### src/rtl/iter_mult_hs.sv
// ---------------------------------------------------------------------------
// iter_mult_hs
//   Radix-2 shift-add multiplier. Each cycle in RUN adds one partial product,
//   so a WIDTH x WIDTH multiply takes exactly WIDTH RUN cycles. Operands come
//   in and the product goes out through ready/valid handshakes.
//
//   Optional build macro: SIGNED_MODE_EN. When it is defined, the block has an
//   extra signed_mode input that selects a two's-complement multiply.
//
// Parameters:
//   WIDTH      operand width in bits (2..16); the product is 2*WIDTH bits
//
// Ports:
//   clk          clock, rising edge
//   rst_n        asynchronous active-low reset
//   ena          global enable; when low, every register holds its value
//   in_valid     operands a/b are present
//   in_ready     block can accept operands (state IDLE)
//   a            multiplicand
//   b            multiplier
//   signed_mode  (SIGNED_MODE_EN only) treat a/b as two's complement
//   out_valid    product is valid (state DONE)
//   out_ready    consumer accepts the product
//   product      result register, holds its value until the next result
//   busy         high while in state RUN
// ---------------------------------------------------------------------------
module iter_mult_hs #(
  parameter int WIDTH = 4
) (
  input  logic                 clk,
  input  logic                 rst_n,
  input  logic                 ena,
  input  logic                 in_valid,
  output logic                 in_ready,
  input  logic [WIDTH-1:0]     a,
  input  logic [WIDTH-1:0]     b,
`ifdef SIGNED_MODE_EN
  input  logic                 signed_mode,
`endif
  output logic                 out_valid,
  input  logic                 out_ready,
  output logic [2*WIDTH-1:0]   product,
  output logic                 busy
);

  localparam int PW = 2 * WIDTH;
  localparam int CW = (WIDTH <= 2) ? 1 : $clog2(WIDTH);
  localparam logic [CW-1:0] LAST_CNT = CW'(WIDTH - 1);

  typedef enum logic [1:0] {
    S_IDLE,
    S_RUN,
    S_DONE
  } state_t;

  state_t           r_state;
  state_t           w_nextState;

  logic [PW-1:0]    r_mcand;
  logic [WIDTH-1:0] r_mplier;
  logic [PW-1:0]    r_acc;
  logic [CW-1:0]    r_cnt;
  logic [PW-1:0]    r_product;

  logic             w_last;
  logic             w_subtract;
  logic [PW-1:0]    w_mcandExt;
  logic [PW-1:0]    w_partial;
  logic [PW-1:0]    w_accNext;

`ifdef SIGNED_MODE_EN
  logic             r_signed;
`endif

  // Handshake and status outputs are decoded purely from the registered state,
  // so there is never a combinational path from an input to these outputs.
  assign in_ready  = (r_state == S_IDLE);
  assign out_valid = (r_state == S_DONE);
  assign busy      = (r_state == S_RUN);
  assign product   = r_product;

  assign w_last = (r_cnt == LAST_CNT);

  // The multiplicand is stored already widened to PW bits. In signed mode it is
  // sign-extended so the shifted partial products carry the sign correctly.
`ifdef SIGNED_MODE_EN
  assign w_mcandExt = signed_mode ? {{WIDTH{a[WIDTH-1]}}, a} : {{WIDTH{1'b0}}, a};
  assign w_subtract = r_signed && w_last;
`else
  assign w_mcandExt = {{WIDTH{1'b0}}, a};
  assign w_subtract = 1'b0;
`endif

  // One partial product per cycle. On the last cycle of a signed multiply the
  // multiplier bit under test is its sign bit, which carries negative weight.
  // That partial product is therefore subtracted instead of added.
  always_comb begin
    w_partial = r_mcand << r_cnt;
    w_accNext = r_acc;
    if (r_mplier[0]) begin
      if (w_subtract) begin
        w_accNext = r_acc - w_partial;
      end else begin
        w_accNext = r_acc + w_partial;
      end
    end
  end

  // Next-state decode. RUN always lasts exactly WIDTH cycles; it does not end
  // early when the remaining multiplier bits are zero.
  always_comb begin
    w_nextState = r_state;
    case (r_state)
      S_IDLE: begin
        if (in_valid) begin
          w_nextState = S_RUN;
        end
      end
      S_RUN: begin
        if (w_last) begin
          w_nextState = S_DONE;
        end
      end
      S_DONE: begin
        if (out_ready) begin
          w_nextState = S_IDLE;
        end
      end
      default: begin
        w_nextState = S_IDLE;
      end
    endcase
  end

  // State register. When ena is low the FSM freezes in place.
  always_ff @(posedge clk or negedge rst_n) begin
    if (!rst_n) begin
      r_state <= S_IDLE;
    end else if (ena) begin
      r_state <= w_nextState;
    end
  end

  // Datapath registers. A reset during RUN or DONE drops the operation and
  // clears the product, so no stale result is presented afterwards.
  always_ff @(posedge clk or negedge rst_n) begin
    if (!rst_n) begin
      r_mcand   <= '0;
      r_mplier  <= '0;
      r_acc     <= '0;
      r_cnt     <= '0;
      r_product <= '0;
`ifdef SIGNED_MODE_EN
      r_signed  <= 1'b0;
`endif
    end else if (ena) begin
      case (r_state)
        S_IDLE: begin
          if (in_valid) begin
            r_mcand  <= w_mcandExt;
            r_mplier <= b;
            r_acc    <= '0;
            r_cnt    <= '0;
`ifdef SIGNED_MODE_EN
            r_signed <= signed_mode;
`endif
          end
        end
        S_RUN: begin
          r_acc    <= w_accNext;
          r_mplier <= r_mplier >> 1;
          r_cnt    <= r_cnt + CW'(1);
          if (w_last) begin
            r_product <= w_accNext;
          end
        end
        default: begin
        end
      endcase
    end
  end

endmodule

### config.mk
export PLATFORM = sky130hd
export DESIGN_NAME = iter_mult_hs
export DESIGN_NICKNAME = d
export VERILOG_FILES = /design/src/rtl/iter_mult_hs.sv
export SDC_FILE = /design/constraint.sdc
export NUM_CORES = 1
export LEC_CHECK = 0
export ABC_AREA = 1
export CAP_MARGIN = 30
export CORE_MARGIN = 8
export CORE_UTILIZATION = 58
export CTS_CLUSTER_DIAMETER = 100
export CTS_CLUSTER_SIZE = 10
export DETAILED_ROUTE_END_ITERATION = 7
export PLACE_DENSITY = 0.84
export SLEW_MARGIN = 40
export SYNTH_ARGS = -nofsm -noshare
export SYNTH_HDL_FRONTEND = slang
export SYNTH_SLANG_ARGS = --single-unit
export TNS_END_PERCENT = 50
### constraint.sdc
create_clock -name clk -period 5.9 [get_ports clk]
set_clock_uncertainty 0.2 [all_clocks]
set_input_delay 0.885 -clock clk [delete_from_list [all_inputs] [get_ports clk]]
set_output_delay 0.885 -clock clk [all_outputs]
set_load 0.005 [all_outputs]
==> results.tsv <==
stage	metric	value	unit
worst_hold_path	whs_path_depth	2	
power_and_ir_drop	fin_total_pwr	0.000933	W
placement	dpl.hpwl	2840	um
yosys	ys_warn_count	0	
clock_tree	htreeDepth	1	
global_routing	use_met3	2.97	%
floorplan	start_util	61.4	%
worst_setup_path	cp_max_fo	10	
worst_hold_path	hold_class	reg -> reg	
cells_and_area	drive_gt1_share	9.39	%
worst_setup_path	regToRegSetupSlack	3.59	ns
cells_and_area	n_fill_cell	245	
floorplan	dieArea	4940	um2
global_routing	grtUsageMet1	18.9	%
global_routing	grt_pass1_vias	1443	
clock_tree	holdBufCountCts	0	
worst_setup_path	rr_endpoint	r_acc[4]	
worst_setup_path	r2r_start	r_cnt[0]	
timing	setup_tns	0	ns
routing	ant_nets	0	
clock_tree	clk_pin_slew	0.14	ns
timing	fin_hold_ws	0.302	ns
clock_tree	clkSinkCount	28	
worst_setup_path	cp-end-kind	primary output	
yosys	synth_seq_cells	28	
worst_setup_path	worst_r2r_path_depth	10	
global_routing	antenna_found_initial	0	
yosys	synth_area	1710	um2
clock_tree	tritoncts	built	
timing	rsz0062_at_grt	no	
clock_tree	clockBufferDepth	2	
floorplan	die_x	70.3	um
timing	tightestPinTransition	0.468	ns
timing	finalCritPeriodShare	45.3	%
routing	dr.pass1.iters	4	
yosys	synth_top_cell_by_area	dfrtp_1	
timing	post-route-min-period	2.68	ns
placement	postPlaceCellArea	1960	um2
worst_setup_path	cp.depth	4	
timing	final-setup-viol-count	0	
worst_setup_path	critPathTopFamily	buffers and inverters	
cells_and_area	fin_nets	268	
yosys	syn_nets	242	
timing	maxSlewViolCount	0	
worst_setup_path	cp-start-kind	flip-flop	
global_routing	grt_start_max_net_pins	29	
yosys	avgSynthCellArea	7.76	um2
clock_tree	post_cts_resize_count	0	
yosys	ys_seq_area_share	41.0	%
cells_and_area	n_antenna_cell	0	
flow_run	maxCapViolCount	0	
power_and_ir_drop	p_per_area	469	nW/um2
worst_setup_path	worst-path-buf-inv	3	
global_routing	met2_usage	24.8	%
timing	max_freq	0.374	GHz
placement	finalWeightedCongestion	0.809	
clock_tree	cts_root_buffer	clkbuf_4	
power_and_ir_drop	p_leak	1.05	nW
yosys	syn_inst	220	
clock_tree	post_cts_buffers	0	
yosys	synth_top_area_share	41.0	%
worst_setup_path	worst_path_max_delay_cell	clkdlybuf4s50_1	
placement	pre_cts_ws	3.48	ns
floorplan	die_y	70.3	um
routing	wl_per_cell	12.8	um
cells_and_area	syn_to_final_growth	16.6	%
routing	drt_wl_total	3540	um
yosys	ys_types	31	
timing	slew_headroom	68.8	%
floorplan	rows	19	
worst_setup_path	max_stage_delay	0.52	ns
worst_setup_path	critPathRequiredTime	4.82	ns
cells_and_area	fin_area	1990	um2
worst_hold_path	min-delay-start	product[7]	
global_routing	gr-max-usage-layer	met2	
routing	vias_per_cell	5.25	
power_and_ir_drop	ir_drop	0.385	mV
floorplan	io_pins	24	
routing	vias	1448	
outcome	status	finished, final reports clean	
yosys	synthTopCellsByArea	dfrtp_1 41%, nand2_1 17%, ha_1 5.9%	
worst_setup_path	path_cells	inv_1 -> nand2_2 -> inv_4 -> clkdlybuf4s50_1	
clock_tree	cts_buffers	3	
worst_setup_path	cp.arrival	1.59	ns
routing	drc	0	
timing	finalHoldViolations	0	
clock_tree	clock_latency	0.32	ns
worst_setup_path	setup.worst_path.class	reg -> out	
routing	first_iter_violations	82	
global_routing	grt.total_usage	14.9	%
global_routing	grt.overflow.total	0	
floorplan	core_area	2780	um2
global_routing	grt_pass1_wl	6330	um
timing	fin_ws	3.22	ns
worst_hold_path	whs_endpoint	product[7]	
placement	port_buffers	23	
-- worst min-delay path, stage by stage (launching register included) --
cell     delay [ns]
dfrtp_1        0.37
nand2_1        0.06
nand2_1        0.06
-- stage by stage --
| step | cells | utilization (%) |
|---|---|---|
| after floorplan | 220 | - |
| after global placement | 272 | 70.3 |
| after detailed placement | 272 | 70.3 |
| after CTS | 276 | 71.6 |
| after global routing | 276 | 71.6 |
| final | 276 | 71.6 |
-- placed cells by master (no fill, tap or decap), types with 2 or more instances in the layout --
cell | Yosys | final
o21ai_0 | 18 | 18
or2_2 | 3 | 3
nor2_1 | 11 | 11
o21ai_2 | 4 | 4
nand2_1 | 77 | 77
nand2_4 | 2 | 2
inv_4 | 2 | 2
nor3_1 | 3 | 3
dfrtp_1 | 28 | 28
clkbuf_4 | 0 | 3
clkdlybuf4s50_1 | 0 | 23
mux2i_1 | 2 | 2
a21oi_1 | 2 | 2
nand3_2 | 3 | 3
ha_1 | 8 | 8
inv_1 | 24 | 24
nand3_1 | 17 | 17
-- where the power goes --
| part | switching (W) | internal [W] | total [W] |
|---|---|---|---|
| clock network | 0.0000536 | 0.0000377 | 0.0000914 |
| logic | 0.000297 | 0.000210 | 0.000507 |
| registers | 0.0000720 | 0.000263 | 0.000335 |
| total | 0.000422 | 0.000511 | 0.000933 |
-- routing by layer --
| layer | wire, um | up-vias |
|---|---|---|
| met4 | 21 | 0 |
| met2 | 1670 | 32 |
| met1 | 1700 | 654 |
| met5 | 0 | - |
| li1 | - | 758 |
| met3 | 147 | 4 |
-- cells in the mapped netlist, drive strengths merged --
library cell / instances
a21o: 1
a21oi: 2
buf: 2
clkbuf: 1
dfrtp: 28
fa: 1
ha: 8
inv: 27
mux2i: 2
nand2: 80
nand3: 20
nand3b: 1
nand4: 1
nor2: 12
nor3: 3
o211ai: 2
o21ai: 23
o22ai: 1
o31ai: 1
or2: 3
xor2: 1
-- state kept, by name, summed over array words and instances (netlist names) --
signal,flops
r_mplier,4
r_mcand,4
r_cnt,2
r_acc,8
product,8
r_state,2
-- worst max path at each step --
| stage | from | endpoint | slack [ns] |
|---|---|---|---|
| CTS | r_state[1] | busy | 3.21 |
| finish | r_state[1] | busy | 3.22 |
| global placement | ena | r_cnt[0] | 3.54 |
| floorplan | r_cnt[0] | product[6] | 3.78 |
| global route | r_state[1] | busy | 3.12 |
| detailed placement | ena | r_cnt[0] | 3.48 |
-- layout make-up --
class / instances / area, um2 / share of cell area [%]
inverter: 27 / 106 / 5.34
clock buffer: 4 / 36.3 / 1.82
timing repair buffer: 24 / 238 / 11.9
sequential: 28 / 701 / 35.2
multi-input combinational: 162 / 872 / 43.8
tap: 31 / 38.8 / 1.95
-- cells by family after synthesis --
group,count (synthesis),share of synthesized area [%]
AND/OR/NAND/NOR,120,31.7
AO/OA/AOI/OAI,30,10.6
buffers and inverters,30,7.91
flip-flops,28,41.0
adder cells (fa/ha/maj),9,7.03
multiplexers,2,1.17
XOR/XNOR,1,0.513
No activity file was read; power rests on OpenSTA's default activity.
